--- src/rtl/uart_tx_if.sv ---
// CPU-side write port of the UART transmit path: byte/strobe in, FIFO status out.
interface uart_tx_if;
  logic [7:0] data_in;
  logic       CPU_write;
  logic       fifo_full;
  logic       fifo_empty;
  logic       overflow;

  modport master (output data_in, CPU_write, input fifo_full, fifo_empty, overflow);
  modport slave  (input data_in, CPU_write, output fifo_full, fifo_empty, overflow);
endinterface

--- src/rtl/uart_tx_path.sv ---
// UART transmit path: TX FIFO feeding a bit-rate counter and frame FSM (8N1, LSB first).
// Define UART_TX_PARITY_EN to insert an even-parity bit between data and stop (8E1).
module uart_tx_path #(
  parameter int F_SYS      = 50000000,
  parameter int FIFO_DEPTH = 16
) (
  input  logic       clk,
  input  logic       reset,
  uart_tx_if.slave   bus,
  input  logic [3:0] baud_rate,
  output logic       tx,
  output logic       tx_busy
);
  localparam int AW = $clog2(FIFO_DEPTH);
  localparam int CW = AW + 1;
  localparam int DW = $clog2(F_SYS / 2400 + 1);

`ifdef UART_TX_PARITY_EN
  typedef enum logic [2:0] {IDLE, START, DATA, PARITY, STOP} state_t;
`else
  typedef enum logic [2:0] {IDLE, START, DATA, STOP} state_t;
`endif

  state_t         r_state, w_nstate;
  logic [7:0]     r_mem [FIFO_DEPTH];
  logic [AW-1:0]  r_wptr, r_rptr;
  logic [CW-1:0]  r_count;
  logic           r_overflow;
  logic [7:0]     r_shift;
  logic [2:0]     r_bit;
  logic [DW-1:0]  r_div, r_cnt;
  logic           r_tx, r_busy;
`ifdef UART_TX_PARITY_EN
  logic           r_par;
`endif
  logic           w_wr, w_pop, w_bit_end, w_tx;
  logic [DW-1:0]  w_div_sel;

  // Divisor for the selected rate; unlisted codes fall back to 9600.
  always_comb begin
    case (baud_rate)
      4'd0:    w_div_sel = DW'(F_SYS / 2400);
      4'd1:    w_div_sel = DW'(F_SYS / 4800);
      4'd2:    w_div_sel = DW'(F_SYS / 9600);
      4'd3:    w_div_sel = DW'(F_SYS / 19200);
      4'd4:    w_div_sel = DW'(F_SYS / 38400);
      4'd5:    w_div_sel = DW'(F_SYS / 57600);
      4'd6:    w_div_sel = DW'(F_SYS / 115200);
      default: w_div_sel = DW'(F_SYS / 9600);
    endcase
  end

  assign bus.fifo_full  = (r_count == CW'(FIFO_DEPTH));
  assign bus.fifo_empty = (r_count == '0);
  assign bus.overflow   = r_overflow;
  assign w_wr           = bus.CPU_write && !bus.fifo_full;
  assign w_bit_end      = (r_cnt == r_div - 1'b1);
  assign tx             = r_tx;
  assign tx_busy        = r_busy;

  always_ff @(posedge clk) begin
    if (w_wr) r_mem[r_wptr] <= bus.data_in;
  end

  always_ff @(posedge clk) begin
    if (reset) begin
      r_wptr     <= '0;
      r_rptr     <= '0;
      r_count    <= '0;
      r_overflow <= 1'b0;
    end else begin
      r_overflow <= bus.CPU_write && bus.fifo_full;
      if (w_wr)  r_wptr <= r_wptr + 1'b1;
      if (w_pop) r_rptr <= r_rptr + 1'b1;
      if (w_wr && !w_pop)      r_count <= r_count + 1'b1;
      else if (!w_wr && w_pop) r_count <= r_count - 1'b1;
    end
  end

  always_ff @(posedge clk) begin
    if (reset) r_state <= IDLE;
    else       r_state <= w_nstate;
  end

  always_comb begin
    w_nstate = r_state;
    w_pop    = 1'b0;
    w_tx     = 1'b1;
    case (r_state)
      IDLE: if (!bus.fifo_empty) begin
        w_pop    = 1'b1;
        w_nstate = START;
      end
      START: begin
        w_tx = 1'b0;
        if (w_bit_end) w_nstate = DATA;
      end
      DATA: begin
        w_tx = r_shift[0];
`ifdef UART_TX_PARITY_EN
        if (w_bit_end && r_bit == 3'd7) w_nstate = PARITY;
`else
        if (w_bit_end && r_bit == 3'd7) w_nstate = STOP;
`endif
      end
`ifdef UART_TX_PARITY_EN
      PARITY: begin
        w_tx = r_par;
        if (w_bit_end) w_nstate = STOP;
      end
`endif
      STOP: if (w_bit_end) w_nstate = IDLE;
      default: w_nstate = IDLE;
    endcase
  end

  // tx/tx_busy are registered copies of the state decode, so the line lags the FSM by one clock.
  always_ff @(posedge clk) begin
    if (reset) begin
      r_tx    <= 1'b1;
      r_busy  <= 1'b0;
      r_cnt   <= '0;
      r_bit   <= '0;
      r_shift <= '0;
      r_div   <= '0;
`ifdef UART_TX_PARITY_EN
      r_par   <= 1'b0;
`endif
    end else begin
      r_tx   <= w_tx;
      r_busy <= (r_state != IDLE);
      if (r_state == IDLE || w_bit_end) r_cnt <= '0;
      else                              r_cnt <= r_cnt + 1'b1;
      if (w_pop) begin
        r_shift <= r_mem[r_rptr];
        r_div   <= w_div_sel;
        r_bit   <= '0;
`ifdef UART_TX_PARITY_EN
        r_par   <= ^r_mem[r_rptr];
`endif
      end else if (r_state == DATA && w_bit_end) begin
        r_shift <= r_shift >> 1;
        r_bit   <= r_bit + 1'b1;
      end
    end
  end
endmodule

--- src/flat_wrapper.sv ---
// flat-port wrapper written by rule: the top's interface ports become plain ports
module uart_tx_path_flat 
#(
  parameter int F_SYS      = 50000000,
  parameter int FIFO_DEPTH = 16
)
  (clk, reset, baud_rate, tx, tx_busy, bus_data_in, bus_CPU_write, bus_fifo_full, bus_fifo_empty, bus_overflow);
  uart_tx_if bus_i ();
  input  logic clk;
  input  logic reset;
  input  logic [3:0] baud_rate;
  output logic tx;
  output logic tx_busy;
  input wire logic [$bits(bus_i.data_in)-1:0] bus_data_in;
  input wire logic [$bits(bus_i.CPU_write)-1:0] bus_CPU_write;
  output wire logic [$bits(bus_i.fifo_full)-1:0] bus_fifo_full;
  output wire logic [$bits(bus_i.fifo_empty)-1:0] bus_fifo_empty;
  output wire logic [$bits(bus_i.overflow)-1:0] bus_overflow;
  assign bus_i.data_in = bus_data_in;
  assign bus_i.CPU_write = bus_CPU_write;
  assign bus_fifo_full = bus_i.fifo_full;
  assign bus_fifo_empty = bus_i.fifo_empty;
  assign bus_overflow = bus_i.overflow;
  uart_tx_path #(.F_SYS(F_SYS), .FIFO_DEPTH(FIFO_DEPTH)) u_core (.clk(clk), .reset(reset), .bus(bus_i), .baud_rate(baud_rate), .tx(tx), .tx_busy(tx_busy));
endmodule
--- config.mk ---
export PLATFORM = sky130hd
export DESIGN_NAME = uart_tx_path_flat
export DESIGN_NICKNAME = d
export VERILOG_FILES = /design/src/rtl/uart_tx_if.sv /design/src/rtl/uart_tx_path.sv /design/src/flat_wrapper.sv
export SDC_FILE = /design/constraint.sdc
export NUM_CORES = 1
export LEC_CHECK = 0
export ABC_AREA = 1
export CORE_MARGIN = 1
export CORE_UTILIZATION = 60
export DETAILED_ROUTE_END_ITERATION = 8
export PLACE_DENSITY = 0.85
export SLEW_MARGIN = 20
export SYNTH_ARGS = -nofsm -noshare
export SYNTH_HDL_FRONTEND = slang
export SYNTH_SLANG_ARGS = --single-unit
--- constraint.sdc ---
create_clock -name clk -period 4 [get_ports clk]
set_input_delay 0.8 -clock clk [delete_from_list [all_inputs] [get_ports clk]]
set_output_delay 0.8 -clock clk [all_outputs]
set_load 0.005 [all_outputs]
======== Word-level counts from Yosys, hierarchy flattened ========
Memories as Yosys holds them, arrays and structs flattened. A register that Yosys moved wholly into a read port is not among the register bits.
Index checks and enable logic that the tools add are counted.
word-level totals
  memories ................................ 1
  register bits ........................... 60
  bits of input ports ..................... 15
  output and inout port bits .............. 5
  logic and storage cells ................. 70
  memory bits (writable) .................. 128
memories
  name          words  bits a word  rd ports  clocked after memory_dff  write ports  line                source
  u_core.r_mem  16     8            1         1                         1            uart_tx_path.sv:25  logic [7:0] r_mem [FIFO_DEPTH];
cells by class
  muxes and demuxes ....................... 17
  reductions and logical operators ........ 19
  equality and inequality tests ........... 15
  add/sub/neg operators ................... 7
operator list
  kind                   number
  $pmux 15 s6            1
  $mux 8                 2
  $add 15x1->15 const B  1
  $eq 15x15->1           1
  $sub 15x1->15 const B  1
  $eq 4x3->1 const B     3
  $mux 3                 4
  $pmux 3 s4             1
  $mux 5                 2
  $add 4x1->4 const B    2
  $mux 4                 2
  $eq 3x2->1 const B     2
  $logic_and 1x1->1      6
  $ne 2x1->1 const B     3
  $add 5x1->5 const B    1
  $eq 5x5->1 const B     1
  $logic_not 5->1        1
  $sub 5x1->5 const B    1
  $eq 4x1->1 const B     1
  $eq 4x2->1 const B     1
  $logic_not 4->1        1
  $mux 1                 4
  $reduce_and 4->1       1
  $reduce_bool 2->1      2
  10 further kinds       13

======== Depth between registers and ports, before layout ========
  depth after elaboration ................. 7
  gate-level depth with buffers ........... 17
  depth with buffers taken out ............ 17

======== Worst setup path before layout ========
OpenSTA, ideal clock, no wires.
  path type ............................... in2reg
  start point ............................. input bus_CPU_write
  end point ............................... register u_core.r_count[4]
  slack ................................... 1.556 ns
  setup time .............................. 0.119 ns
  stages .................................. 12
  data required time ...................... 3.881 ns
  data arrival time ....................... 2.325 ns
  buffers on the path ..................... 0
  path through ............................ nand2_1 -> inv_1 -> ha_1 -> inv_1 -> fa_1 -> a21o_1 -> a21oi_1 -> nor2_1 -> nor2_1 -> nand2_1 -> o21ai_0 -> a21oi_1
on the way
  longest elaborated chain between the ends .. 4
  elaborated cells between the ends (all ways) .. 6
  classes of those cells .................. mux (1); reduce/logical (5)
ends and longest elaborated chain
  item                         line                source
  start: declaration           flat_wrapper.sv:15  input wire logic [$bits(bus_i.CPU_write)-1:0] bus_CPU_write;
  $logic_and 1x1->1 *          uart_tx_path.sv:56  assign w_wr = bus.CPU_write && !bus.fifo_full;
  named net u_core.w_wr        uart_tx_path.sv:36  logic w_wr, w_pop, w_bit_end, w_tx;
  $logic_not 1->1              uart_tx_path.sv:76  else if (!w_wr && w_pop) r_count <= r_count - 1'b1;
  $logic_and 1x1->1            uart_tx_path.sv:76
  $reduce_bool 2->1 (no line)  --
  end signal: assignment       uart_tx_path.sv:75  if (w_wr && !w_pop) r_count <= r_count + 1'b1;
  end signal: assignment       uart_tx_path.sv:76
  end: declaration             uart_tx_path.sv:27  logic [CW-1:0] r_count;
The timed path passes the listed nets; every way through them passes the cells marked *.
A chain may end at the register's enable or synchronous reset.

======== Final worst setup path ========
Ends and elaborated chain as after synthesis.

==> results.cfg <==
[yosys]
ys_seq_area_share_pct = 60.3
netlist_instances = 851
ys_ff_latch = 190
ys.warnings.count = 0
syn_nets = 884
avgSynthCellArea_um2 = 9.92
synthFlopType = edfxtp_1
async_flop_share_pct = 0
muxShareOfSynthArea_pct = 0
synth_area_leader_cell = edfxtp_1
synth_fa_ha_area_share_pct = 2.76
yosys-top-cells-area = edfxtp_1, dfxtp_1, nor2_1
synthSimpleGateAreaFrac_pct = 17.9
synth_compound_area_share_pct = 12.4
synthXorXnorAreaFrac_pct = 1.45
synth_top_family_by_area = simple AND/OR/NAND/NOR gates
synth_area_um2 = 8440
yosys.area.top_type_share_pct = 45.6
synth-edff-count = 128
synth_cell_type_count = 43

[layout]
nets = 895
fill_cells = 991
mostFrequentLayoutCells = nor2_1, edfxtp_1, nand2_1, o21ai_0, inv_1
final_common_cell = nor2_1
drive_above_1_share_pct = 7.78
area_growth_pct = 10.3
diodes = 0

[pwr]
p_comb_share_pct = 35.4
ir_worst_vdd_mv = 0.501
p_leak_nw = 3.47
internal-power_mw = 3.86
p_per_area_nw_per_um2 = 669
p_switching_mw = 2.36
clockPowerShare_pct = 26.0
power.share.sequential_pct = 38.6
switching_share_pct = 37.9

[floorplanning]
row_count = 42
core-area_um2 = 13500
io_pins = 20
die_height_um = 121
initial_core_util_pct = 62.7
die_x_um = 121
die-area_um2 = 14500

[worst_setup_path]
crit_arrival_ps = 3090
slowest_delay_ps = 470
critPathKind = in2reg
cp-end-kind = flop
path_cells = clkdlybuf4s50_1, nand2_1, inv_1, ha_1, inv_1, fa_1, a21o_1, a21oi_1, nor2_1, nor2_1, nand2_1, o21ai_0, a21oi_1
slowest_stage = clkdlybuf4s50_1
cp-start-kind = input pin
critPathTopFamily = buffers and inverters
worst-path-buf-inv = 3
critical_path_required_ps = 4320
crit_fanout = 6

[sta]
tightest_slew_ps = 1030
hold_viol = 0
fin_tns_setup_ps = 0
finalCriticalPeriod_ps = 2770
final_max_slew_viol_count = 0
setup_viol = 0
fmax_ghz = 0.361
fin_skew_ps = 10.6
timing.final.crit_share_pct = 69.3
relSlewSlack_pct = 31.3
rsz0062_at_grt = no
fin_ws_ps = 1230

[routing]
ant_nets = 0
vias_per_cell = 5.80
totalWireLength_mm = 17.8
first_pass_iters = 5
drc_errors = 0
num_vias = 6093
wl_per_cell_um = 17.0
drtIter0Drc = 614

[clock_network]
cts_num_sinks = 190
ctsResizeCount = 0
ctsRootBufferMaster = clkbuf_16
cts-buffers-inserted = 17
cts_hold_buffers = 0
htreeDepth = 4
clockBufferDepth = 2
cts_tree = done
cts_setup_buffers = 0
clk_latency_ps = 430
path_clk_slew_ps = 70

[worst_hold_path]
hp-class = reg2reg

[grt]
overflow = 0
grt_antenna_before_repair = 0
grt_max_degree = 65
grt_pass1_vias = 5709
grt_pass1_wl_mm = 28.6
grt_usage_pct = 26.3

[place]
dp_hpwl_mm = 11.2
place_ws_ps = 828
io_buffers = 19
finalWeightedCongestion = 0.899

[outcome]
outcome = finished clean

[run]
maxCapViolCount = 0
routing by layer:
layer / vias to the layer above / GRT usage [%] / part of all wire (%)
met4: 0 / 7.56 / 1.4
met5: - / 0 / 0
met2: 226 / 44.1 / 50
met3: 23 / 5.94 / 6.9
li1: 2958 / - / -
met1: 2886 / 34.2 / 42
per-stage QoR:
step	hold WS, ps	cells	total power [mW]	utilization [%]	cell area, um2
floorplan	427	851	4.07	-	8440
global placement	436	1019	4.53	65.0	8750
detailed placement	447	1019	4.59	65.0	8750
CTS	456	1050	6.21	69.2	9310
global route	478	1050	6.61	69.2	9310
finish	458	1050	6.22	69.2	9310
logic make-up (layout without fill, tap and decap cells):
group / count (synthesis) / count (layout)
fa+ha+maj: 18 / 18
xor+xnor: 14 / 14
simple gates: 340 / 340
buf+inv: 112 / 135
flops: 190 / 190
compound gates: 177 / 177
registers in the layout (all words and copies together) (netlist names), named ones only:
| register | count |
|---|---|
| u_core.r_div | 14 |
| u_core.r_rptr | 4 |
| u_core.r_state | 2 |
| u_core.r_count | 5 |
| u_core.r_mem | 128 |
| u_core.tx | 1 |
| u_core.r_shift | 8 |
| u_core.bus.overflow | 1 |
| u_core.tx_busy | 1 |
| u_core.r_cnt | 15 |
| u_core.r_bit | 3 |
| u_core.r_wptr | 4 |
power groups by stage:
stage	Sequential, mW	Combinational, mW	Clock, mW
6_report	2.40	2.21	1.62
5_1_grt	2.42	2.48	1.72
4_1_cts	2.40	2.18	1.63
3_5_place_dp	2.44	2.16	0
3_3_place_gp	2.43	2.10	0
2_1_floorplan	2.41	1.66	0
layout make-up:
cell class                      count  area [um2]  share of cell area (%)
Sequential cell                   190        5090                    54.6
Clock inverter                     13         133                    1.42
Tap cell                          176         220                    2.37
Inverter                           82         313                    3.36
Clock buffer                       18         429                    4.61
Multi-Input combinational cell    549        2920                    31.3
Timing Repair Buffer               22         213                    2.28
synth_stat cells (2+ instances only):
cell	instances
a211oi_1	2
a21oi_1	20
a31oi_1	7
buf_2	4
clkbuf_1	25
dfxtp_1	62
edfxtp_1	128
ha_1	17
inv_1	78
inv_2	3
nand2_1	108
nand2_2	7
nand3_1	25
nand3b_1	4
nand4_1	3
nor2_1	163
nor2_2	9
nor2_4	3
nor3_1	2
nor3_2	5
nor3b_1	3
o211ai_1	9
o21ai_0	83
o21ai_1	12
o221ai_1	24
o22ai_1	16
xnor2_1	6
xor2_1	8
worst reg2reg max path, stage by stage, from the launching register on:
cell and delay (ps):
dfxtp_1 350, nor4_2 340, nand2_1 130, nand2_2 260, ha_1 250, inv_1 110
fa_1 430, a21o_1 180, a21oi_1 160, nor2_1 60, nor2_1 80, nand2_1 70
o21ai_0 160, a21oi_1 50
worst paths after layout:
path                            slack (ps)                             end                      startpoint  cells after the start
worst max-delay path                  1230  u_core.r_count[4]$_SDFFE_PP0P_                   bus_CPU_write                     13
worst min-delay path                   460    u_core.r_bit[1]$_SDFFE_PP0P_    u_core.r_bit[1]$_SDFFE_PP0P_                      2
worst max register to register        1250  u_core.r_count[4]$_SDFFE_PP0P_  u_core.r_count[0]$_SDFFE_PP0P_                     13
worst min register to register         460    u_core.r_bit[1]$_SDFFE_PP0P_    u_core.r_bit[1]$_SDFFE_PP0P_                      2
(Power assumes the default switching activity.)
